<file path="config.mk">
export PLATFORM = sky130hd
export DESIGN_NAME = ifu_flat
export DESIGN_NICKNAME = d
export VERILOG_FILES = /design/src/rtl/core_pkg.sv /design/src/rtl/ifu_if.sv /design/src/rtl/ifu.sv /design/src/flat_wrapper.sv
export SDC_FILE = /design/constraint.sdc
export NUM_CORES = 1
export LEC_CHECK = 0
export CAP_MARGIN = 20
export CORE_ASPECT_RATIO = 1.5
export CORE_MARGIN = 2
export CORE_UTILIZATION = 42
export CTS_BUF_LIST = sky130_fd_sc_hd__clkbuf_8
export CTS_CLUSTER_DIAMETER = 150
export DETAILED_ROUTE_END_ITERATION = 16
export PLACE_DENSITY_LB_ADDON = 0.12
export SLEW_MARGIN = 40
export SYNTH_ARGS = -nofsm -noshare
export SYNTH_HDL_FRONTEND = slang
export SYNTH_SLANG_ARGS = --single-unit
</file>
<file path="constraint.sdc">
create_clock -name clk -period 2.4 [get_ports clk]
set_input_delay 0.48 -clock clk [delete_from_list [all_inputs] [get_ports clk]]
set_output_delay 0.48 -clock clk [all_outputs]
set_load 0.03 [all_outputs]
</file>
<file path="src/rtl/core_pkg.sv">
// Shared core types: IFU state encoding, NOP encoding and the default reset PC.
package core_pkg;

    typedef enum logic [2:0] {
        S_REQ     = 3'd0,
        S_RSP     = 3'd1,
        S_SEND    = 3'd2,
        S_WAIT_PC = 3'd3,
        S_HALT    = 3'd4
    } ifu_state_t;

    localparam logic [31:0] NOP_INST         = 32'h0000_0013;
    localparam logic [31:0] DEFAULT_RESET_PC = 32'h8000_0000;

endpackage

</file>
<file path="src/rtl/ifu_if.sv">
// Fetch-stage bundle: imem request/response, decode handoff, next-PC update and status.
interface ifu_if;

    logic        imem_req_valid;
    logic        imem_req_ready;
    logic [31:0] imem_addr;
    logic        imem_rsp_valid;
    logic        imem_rsp_ready;
    logic [31:0] imem_rsp_data;
    logic        imem_rsp_err;
    logic        ifu_valid;
    logic [63:0] ifu_data;
    logic        idu_ready;
    logic        pc_upd_valid;
    logic [31:0] pc_upd_target;
    logic        fetch_err;
    logic [31:0] fetch_cnt;

    modport master (
        output imem_req_valid, imem_addr, imem_rsp_ready,
        output ifu_valid, ifu_data, fetch_err, fetch_cnt,
        input  imem_req_ready, imem_rsp_valid, imem_rsp_data, imem_rsp_err,
        input  idu_ready, pc_upd_valid, pc_upd_target
    );

    modport slave (
        input  imem_req_valid, imem_addr, imem_rsp_ready,
        input  ifu_valid, ifu_data, fetch_err, fetch_cnt,
        output imem_req_ready, imem_rsp_valid, imem_rsp_data, imem_rsp_err,
        output idu_ready, pc_upd_valid, pc_upd_target
    );

endinterface

</file>
<file path="src/rtl/ifu.sv">
// Instruction fetch: one imem read per instruction, handed to decode as {inst, pc}; >=3 cycles from PC update to ifu_valid.
// Request and decode outputs hold stable under backpressure; bus error or misaligned target halts until reset.
module ifu
    import core_pkg::*;
#(
    parameter logic [31:0] RESET_PC = DEFAULT_RESET_PC
) (
    input  logic  clk,
    input  logic  rst,
    ifu_if.master bus
);

    ifu_state_t  state_q, state_d;
    logic [31:0] pc_q, pc_d;
    logic [31:0] inst_q, inst_d;
    logic        fetch_err_q, fetch_err_d;
    logic [31:0] fetch_cnt_q, fetch_cnt_d;

    always_ff @(posedge clk) begin
        if (rst) begin
            state_q     <= S_REQ;
            pc_q        <= RESET_PC;
            inst_q      <= NOP_INST;
            fetch_err_q <= 1'b0;
            fetch_cnt_q <= 32'd0;
        end else begin
            state_q     <= state_d;
            pc_q        <= pc_d;
            inst_q      <= inst_d;
            fetch_err_q <= fetch_err_d;
            fetch_cnt_q <= fetch_cnt_d;
        end
    end

    always_comb begin
        state_d     = state_q;
        pc_d        = pc_q;
        inst_d      = inst_q;
        fetch_err_d = fetch_err_q;
        fetch_cnt_d = fetch_cnt_q;
        case (state_q)
            S_REQ: begin
                if (bus.imem_req_ready) state_d = S_RSP;
            end
            S_RSP: begin
                if (bus.imem_rsp_valid) begin
                    if (bus.imem_rsp_err) begin
                        fetch_err_d = 1'b1;
                        state_d     = S_HALT;
                    end else begin
                        inst_d  = bus.imem_rsp_data;
                        state_d = S_SEND;
                    end
                end
            end
            S_SEND: begin
                if (bus.idu_ready) begin
                    fetch_cnt_d = fetch_cnt_q + 32'd1;
                    state_d     = S_WAIT_PC;
                end
            end
            S_WAIT_PC: begin
                // Misaligned targets halt without disturbing pc, so the faulting fetch stays visible.
                if (bus.pc_upd_valid) begin
                    if (bus.pc_upd_target[1:0] == 2'b00) begin
                        pc_d    = bus.pc_upd_target;
                        state_d = S_REQ;
                    end else begin
                        fetch_err_d = 1'b1;
                        state_d     = S_HALT;
                    end
                end
            end
            S_HALT:  state_d = S_HALT;
            default: state_d = S_HALT;
        endcase
    end

    assign bus.imem_req_valid = !rst && (state_q == S_REQ);
    assign bus.imem_rsp_ready = !rst && (state_q == S_RSP);
    assign bus.ifu_valid      = !rst && (state_q == S_SEND);
    assign bus.imem_addr      = pc_q;
    assign bus.ifu_data       = {inst_q, pc_q};
    assign bus.fetch_err      = fetch_err_q;
    assign bus.fetch_cnt      = fetch_cnt_q;

endmodule
</file>
<file path="src/flat_wrapper.sv">
// flat-port wrapper written by rule: the top's interface ports become plain ports
module ifu_flat import core_pkg::*;
#(
    parameter logic [31:0] RESET_PC = DEFAULT_RESET_PC
)
  (clk, rst, bus_imem_req_valid, bus_imem_addr, bus_imem_rsp_ready, bus_ifu_valid, bus_ifu_data, bus_fetch_err, bus_fetch_cnt, bus_imem_req_ready, bus_imem_rsp_valid, bus_imem_rsp_data, bus_imem_rsp_err, bus_idu_ready, bus_pc_upd_valid, bus_pc_upd_target);
  ifu_if bus_i ();
  input  logic clk;
  input  logic rst;
  output wire logic [$bits(bus_i.imem_req_valid)-1:0] bus_imem_req_valid;
  output wire logic [$bits(bus_i.imem_addr)-1:0] bus_imem_addr;
  output wire logic [$bits(bus_i.imem_rsp_ready)-1:0] bus_imem_rsp_ready;
  output wire logic [$bits(bus_i.ifu_valid)-1:0] bus_ifu_valid;
  output wire logic [$bits(bus_i.ifu_data)-1:0] bus_ifu_data;
  output wire logic [$bits(bus_i.fetch_err)-1:0] bus_fetch_err;
  output wire logic [$bits(bus_i.fetch_cnt)-1:0] bus_fetch_cnt;
  input wire logic [$bits(bus_i.imem_req_ready)-1:0] bus_imem_req_ready;
  input wire logic [$bits(bus_i.imem_rsp_valid)-1:0] bus_imem_rsp_valid;
  input wire logic [$bits(bus_i.imem_rsp_data)-1:0] bus_imem_rsp_data;
  input wire logic [$bits(bus_i.imem_rsp_err)-1:0] bus_imem_rsp_err;
  input wire logic [$bits(bus_i.idu_ready)-1:0] bus_idu_ready;
  input wire logic [$bits(bus_i.pc_upd_valid)-1:0] bus_pc_upd_valid;
  input wire logic [$bits(bus_i.pc_upd_target)-1:0] bus_pc_upd_target;
  assign bus_imem_req_valid = bus_i.imem_req_valid;
  assign bus_imem_addr = bus_i.imem_addr;
  assign bus_imem_rsp_ready = bus_i.imem_rsp_ready;
  assign bus_ifu_valid = bus_i.ifu_valid;
  assign bus_ifu_data = bus_i.ifu_data;
  assign bus_fetch_err = bus_i.fetch_err;
  assign bus_fetch_cnt = bus_i.fetch_cnt;
  assign bus_i.imem_req_ready = bus_imem_req_ready;
  assign bus_i.imem_rsp_valid = bus_imem_rsp_valid;
  assign bus_i.imem_rsp_data = bus_imem_rsp_data;
  assign bus_i.imem_rsp_err = bus_imem_rsp_err;
  assign bus_i.idu_ready = bus_idu_ready;
  assign bus_i.pc_upd_valid = bus_pc_upd_valid;
  assign bus_i.pc_upd_target = bus_pc_upd_target;
  ifu #(.RESET_PC(RESET_PC)) u_core (.clk(clk), .rst(rst), .bus(bus_i));
endmodule
</file>
# Word-level counts from Yosys, hierarchy flattened
# Cells that the tools add are included.
[totals]
in_bits = 71
regBits = 100
wordCells = 40
[classes]
addsub = 1
reduce_logical = 12
muxes = 12
bitwise_logic = 1
n_eq_ne = 9
[op_table]
columns = ["cell", "count"]
rows = [
  ["$add 32x1->32 const B", 1],
  ["$mux 3", 6],
  ["$ne 2x2->1 const B", 6],
  ["$pmux 3 s4", 1],
  ["$eq 3x2->1 const B", 2],
  ["$reduce_and 3->1", 2],
  ["$reduce_and 5->1", 1],
  ["$mux 1", 4],
  ["$reduce_and 4->1", 1],
  ["$eq 3x1->1 const B", 1],
  ["$logic_and 1x1->1", 3],
  ["$logic_not 3->1", 1],
  ["$logic_not 2->1", 1],
  ["$pmux 1 s2", 1],
  ["$reduce_and 2->1", 1],
  ["$reduce_bool 2->1", 1],
  ["$logic_not 1->1", 1],
  ["$not 1->1", 1],
]

# Longest topological paths before layout
# Gate-level depths: netlist of run 1.
[logic_depth]
depth_word = 4
ltp_mapped = 7
mapped_depth_nobuf = 5

# Worst setup path after synthesis of run 1
# Ideal clock, no wire load.
[synth_timing]
kind = "input-to-output"
from = "input rst"
to = "output bus_ifu_valid"
cell_stages = 3
n_path_buf = 2
t_arrival_ns = 1.857
path_slack_ns = 0.063
cell_sequence = "clkbuf_1 clkbuf_1 nor4b_1"
[synth_via]
elab_chain_len = 2
[synth_rtl]
columns = ["item", "line_no", "source"]
rows = [
  ["start: declaration", "flat_wrapper.sv:9", "input logic rst;"],
  ["$logic_not 1->1", "ifu.sv:81", "assign bus.ifu_valid = !rst && (state_q == S_SEND);"],
  ["$logic_and 1x1->1", "ifu.sv:81", ""],
  ["end: declaration", "flat_wrapper.sv:13", "output wire logic [$bits(bus_i.ifu_valid)-1:0] bus_ifu_valid;"],
]
# Every way passes these cells.

# Worst setup path after layout of run 1
[layout_timing]
from = "register u_core.state_q[0]"
to = "output bus_imem_rsp_ready"
[layout_via]
elab_chain_len = 2
[layout_rtl]
columns = ["item", "line_no", "source"]
rows = [
  ["start: declaration", "ifu.sv:13", "ifu_state_t state_q, state_d;"],
  ["start signal: assignment", "ifu.sv:27", "state_q <= state_d;"],
  ["$eq 3x1->1", "ifu.sv:80", "assign bus.imem_rsp_ready = !rst && (state_q == S_RSP);"],
  ["$logic_and 1x1->1", "ifu.sv:80", ""],
  ["end: declaration", "flat_wrapper.sv:12", "output wire logic [$bits(bus_i.imem_rsp_ready)-1:0] bus_imem_rsp_ready;"],
]
# Every way passes these cells.

==> run summary, run 1 <==
CP startpoint kind = flip-flop
Synth Net Count = 589
Leak = 2.12 nW
Clock Sinks = 100
worst-path cell chain = nor2b_1 -> nor3b_1 -> clkdlybuf4s50_1
Final Slew Violations = 0
nets = 748
Layout Cells excl Fill = 798
largest family of logic cells by synthesized area = simple AND/OR/NAND/NOR gates
Max-Cap Viols = 0
power density over the cells = 490 mW/mm^2
DIE AREA = 0.0110 mm^2
# IOs = 203
initial DRC count = 238
RSZ-0062 raised after global routing = false
most used flip-flop cell after synthesis = dfxtp_1
Worst-Skew Late Latency = 370 ps
Peak VDD IR = 0.000297 V
placed insts = 782
GRT Total Usage = 21.6%
Area growth, synth to finish = 47.9%
Post-DRT Antenna Nets = 0
DR WL/cell = 15.2 um
Final Core Density = 63.2%
Synth Area in Adders = 0.292%
Yosys warnings = 0
critical path capture point type = primary output
port buffer count = 202
post-CTS resize count = 0
cells after synthesis = 517
Sw Pwr = 0.742 mW
Setup Viol. Count Final = 0
layout cell share with drive strength beyond 1 = 6.61%
status = finished, final reports clean
synthesized area = 0.00428 mm^2
most frequent cells in the layout = 199 x clkdlybuf4s50_1, 136 x nand2_1, 100 x dfxtp_1
simple-gate portion of the synthesized area = 26.8%
Congestion Overflow GR = 0
Root Buffer Master = clkbuf_8
Clock transition at path regs = 90 ps
Clock Power Share = 35.3%
core area = 0.0100 mm^2
syn_area_per_cell = 8.28 um^2
Tmin final = 2280 ps
Fmax = 0.438 GHz
footprint of the multi-input gates = 0.00185 mm^2
Critical Path Fanout Max = 2
Max Root-Sink Buffers = 2
Hold Vio Cnt, Final = 0
Pwr Total = 3.10 mW
largest net degree at the start of global routing = 105
Detailed Place HPWL = 8.85 mm
via count = 4099
DIE WIDTH = 86.4 um
vias in the first global route = 3782
switch share = 23.9%
xor/xnor cell area share of the yosys netlist = 1.64%
Crit path largest cell delay = 730 ps
Worst Path Arrival = 1800 ps
Crit path max-delay family = buffers and inverters
first-pass GRT wire length = 18.8 mm
hold_buf cts = 0
mux cell area share after synthesis = 1.75%
num rows = 45
TritonCTS buffer count = 9
Die Height = 128 um
number of synthesized register bits = 100
library cells used by synthesis = 39
ANT cells = 0
final wirelength = 12.2 mm
setup TNS = 0 ps
initial antenna violation count = 0
initial core utilization = 42.7%
TritonCTS clock tree = yes
number of synthesized flops with an enable pin = 0
Comb pwr share = 10.1%
Worst Tran Pin Value = 770 ps
post-synthesis sequential area ratio = 46.8%
Seq. cell area = 0.00200 mm^2
Slowest-stage cell, CP = clkdlybuf4s50_1
H-tree depth = 3
Int Pwr = 2.36 mW
Hold WC Path Type = reg -> reg
FFs w/ async S/R, synth = 0%
Compound-Gate Fraction of Synth Area = 12.6%
Tcrit/Tclk final = 95.2%
drt drc = 0
Slew HR = 48.7%
fillcell total = 871
Buf/Inv on CP = 1
most common cell after layout, fill and taps aside = clkdlybuf4s50_1
setup bufs post-CTS = 0
Via density = 5.14
Worst Path Required = 1920 ps
worst clock skew = 11.2 ps
critical setup path kind = reg -> out
DR pass1 iterations = 5
GPL Wtd Cong = 0.842
Flop pwr share = 54.6%
sequential cells by signal (all words and copies together) (netlist names):
register              flops
u_core.bus.fetch_err      1
u_core.inst_q            32
u_core.state_q            3
u_core.bus.imem_addr     32
u_core.bus.fetch_cnt     32
power by group through the flow:
stage | Clock [mW] | Sequential (mW) | Combinational, mW
6_report | 1.09 | 1.69 | 0.312
2_1_floorplan | 0 | 1.76 | 0.0960
5_1_grt | 1.19 | 1.70 | 0.334
3_5_place_dp | 0 | 1.73 | 0.312
4_1_cts | 1.12 | 1.69 | 0.314
3_3_place_gp | 0 | 1.73 | 0.309
metrics by stage:
step / hold slack (ps) / setup WS (ps) / cell area, um^2
global placement: 441 / 208 / 6120
floorplan: 480 / 62.9 / 4280
detailed placement: 446 / 147 / 6130
finish: 456 / 116 / 6330
CTS: 459 / 98.9 / 6330
global route: 473 / 16.0 / 6330
Yosys cell counts, types with 7 or more instances:
library cell / n / area (um^2)
nand2_1: 136 / 510
or4_1: 11 / 82.6
o21ai_0: 7 / 35.0
dfxtp_1: 100 / 2000
a21oi_1: 79 / 395
nand4_1: 10 / 62.6
buf_4: 33 / 248
xor2_1: 7 / 61.3
nand3_1: 11 / 55.1
o31ai_1: 11 / 82.6
or3_1: 8 / 50.1
nor2_1: 14 / 52.6
buf_2: 9 / 45.0
clkbuf_1: 20 / 75.1
worst paths after layout:
check,startpoint,endpoint,slack [ps],cells after the start
hold reg to reg,u_core.inst_q[28]$_SDFFE_PP0P_,u_core.inst_q[28]$_SDFFE_PP0P_,460,2
setup / recovery,u_core.state_q[0]$_SDFFE_PP0P_,bus_imem_rsp_ready,120,3
setup reg to reg,u_core.bus.fetch_cnt[9]$_SDFFE_PP0P_,u_core.bus.fetch_cnt[27]$_SDFFE_PP0P_,330,4
hold / removal,u_core.inst_q[28]$_SDFFE_PP0P_,u_core.inst_q[28]$_SDFFE_PP0P_,460,2
metal layers:
| metal | global-route usage, % | routed length (um) | part of all wire (%) | vias up |
|---|---|---|---|---|
| met5 | 0 | 0 | 0 | - |
| met4 | 7.81 | 263 | 2.2 | 0 |
| met3 | 4.84 | 622 | 5.1 | 16 |
| met2 | 38.8 | 6450 | 53 | 138 |
| met1 | 24.7 | 4820 | 40 | 1892 |
| li1 | - | - | - | 2053 |
cells by family after synthesis:
group	Yosys count
muxes	7
adders and majority gates	1
AOI/OAI and AO/OA	100
and+or+nand+nor	230
DFF	100
xor gates and xnor gates	8
buffers and inverters	71
layout make-up:
type / count / share of cell area [%]
Timing Repair Buffer: 216 / 33.5
Sequential cell: 100 / 31.6
Multi-Input combinational cell: 346 / 29.2
Tap cell: 117 / 2.31
Clock buffer: 10 / 2.17
Clock inverter: 6 / 1.01
Inverter: 3 / 0.178
worst register-to-register path, stage by stage, from the launching register on:
cell,delay [ps]
dfxtp_1,430
and4_1,330
nand4_2,390
nor4_1,450
mux2_2,370
Note: power is estimated with default switching activity, not from simulation.
==> run 2: changes to the inputs <==
Settings changed: CAP_MARGIN 20 to not set.
==> results of run 2 <==
Same layout as run 1: the final DEF is identical, and so are final timing and power.
==> run 3: changes to the inputs <==
Settings changed: CORE_ASPECT_RATIO 1.5 to 2.
==> run 3 against run 2 <==
  * Maximum frequency grew 7.4%
  * Critical path depth shrank 2
  * Via count shrank 0.27%
==> run summary, run 3 (synthesized netlist as in run 1, its figures left out) <==
nets = 745
Buf/Inv on CP = 1
Leak = 2.15 nW
Tmin final = 2130 ps
core area = 0.0100 mm^2
pre-CTS setup slack = 146 ps
worst-path cell chain = clkdlybuf4s50_1
power density over the cells = 508 mW/mm^2
Comb pwr share = 9.5%
most common cell after layout, fill and taps aside = clkdlybuf4s50_1
setup bufs post-CTS = 0
Max Root-Sink Buffers = 2
ANT cells = 0
switch share = 22.0%
first-pass GRT wire length = 18.8 mm
Crit path largest cell delay = 740 ps
DR pass1 iterations = 4
Post-DRT Antenna Nets = 0
critical setup path kind = reg -> out
CP startpoint kind = flip-flop
Worst-Skew Late Latency = 360 ps
via count = 4088
Max-Cap Viols = 0
DIE WIDTH = 75.4 um
Slowest-stage cell, CP = clkdlybuf4s50_1
Critical Path Fanout Max = 7
Detailed Place HPWL = 9.20 mm
# IOs = 203
initial core utilization = 42.7%
vias in the first global route = 3725
H-tree depth = 3
Tcrit/Tclk final = 88.7%
Clock transition at path regs = 90 ps
TritonCTS clock tree = yes
Sw Pwr = 0.713 mW
port buffer count = 202
drt drc = 0
Worst Path Required = 1920 ps
Die Height = 147 um
DR WL/cell = 15.3 um
Hold Vio Cnt, Final = 0
final wirelength = 12.5 mm
met3 WL = 708 um
Peak VDD IR = 0.000447 V
Area growth, synth to finish = 49.0%
most frequent cells in the layout = 198 x clkdlybuf4s50_1, 136 x nand2_1, 100 x dfxtp_1
slack of the critical path = 272 ps
Int Pwr = 2.53 mW
initial DRC count = 179
Flop pwr share = 52.3%
largest net degree at the start of global routing = 103
status = finished, final reports clean
DIE AREA = 0.0111 mm^2
Fmax = 0.470 GHz
initial antenna violation count = 0
Worst Path Arrival = 1650 ps
setup TNS = 0 ps
Clock Sinks = 100
layout cell share with drive strength beyond 1 = 5.75%
Final Core Density = 63.6%
GRT Total Usage = 21.9%
Worst Tran Pin Value = 753 ps
Root Buffer Master = clkbuf_8
Slew HR = 49.8%
critical path capture point type = primary output
DR top layer = met4
M1 WL = 4.74 mm
Setup Viol. Count Final = 0
Crit path max-delay family = buffers and inverters
Post-DP Area = 0.00614 mm^2
TritonCTS buffer count = 9
Hold WC Path Type = reg -> reg
GPL Wtd Cong = 0.847
Final Slew Violations = 0
met2 routed WL = 6.66 mm
fillcell total = 908
num rows = 52
Final Cell Area = 0.00638 mm^2
Congestion Overflow GR = 0
RSZ-0062 raised after global routing = false
Clock Power Share = 38.2%
Via density = 5.03
worst clock skew = 8.56 ps
## run 3: area by class of cell
cell class,instances,area [um^2],area share [%]
Multi-Input combinational cell,346,1850,28.9
Sequential cell,100,2000,31.4
Clock inverter,7,109,1.71
Inverter,3,11.3,0.177
Tap cell,135,169,2.65
Clock buffer,9,124,1.94
Timing Repair Buffer,213,2120,33.2
## run 3: per-stage QoR
stage | instances | total power, mW | hold WS (ps)
4_1_cts | 813 | 3.27 | 450
6_report | 813 | 3.24 | 450
3_3_place_gp | 797 | 2.04 | 437
2_1_floorplan | 517 | 1.86 | 480
5_1_grt | 813 | 3.37 | 468
3_5_place_dp | 797 | 2.04 | 437
## run 3: timing repair
item / in CTS / in global routing
resized for setup: 0 / 1
hold buffers: 0 / 0
setup endpoints to repair: 0 / 1
## run 3: power by group through the flow
| stage | sequential [mW] | combinational, mW | clock [mW] |
|---|---|---|---|
| 2_1_floorplan | 1.76 | 0.0960 | 0 |
| 3_3_place_gp | 1.73 | 0.304 | 0 |
| 3_5_place_dp | 1.73 | 0.308 | 0 |
| 4_1_cts | 1.69 | 0.310 | 1.27 |
| 5_1_grt | 1.70 | 0.330 | 1.34 |
| 6_report | 1.69 | 0.308 | 1.24 |
## run 3: path summary, 6_finish.rpt
path | startpoint | slack [ps] | cells after the start | to
max | u_core.bus.fetch_cnt[2]$_SDFFE_PP0P_ | 270 | 1 | bus_fetch_cnt[2]
min | u_core.bus.fetch_err$_SDFFE_PP0P_ | 450 | 2 | u_core.bus.fetch_err$_SDFFE_PP0P_
max reg2reg | u_core.bus.fetch_cnt[9]$_SDFFE_PP0P_ | 310 | 4 | u_core.bus.fetch_cnt[27]$_SDFFE_PP0P_
min reg2reg | u_core.bus.fetch_err$_SDFFE_PP0P_ | 450 | 2 | u_core.bus.fetch_err$_SDFFE_PP0P_
## run 3: per-layer routing
| layer | vias up | global-route usage [%] |
|---|---|---|
| met2 | 137 | 38.8 |
| met1 | 1884 | 24.1 |
| met4 | 0 | 9.30 |
| li1 | 2043 | - |
| met5 | - | 0 |
| met3 | 24 | 4.53 |
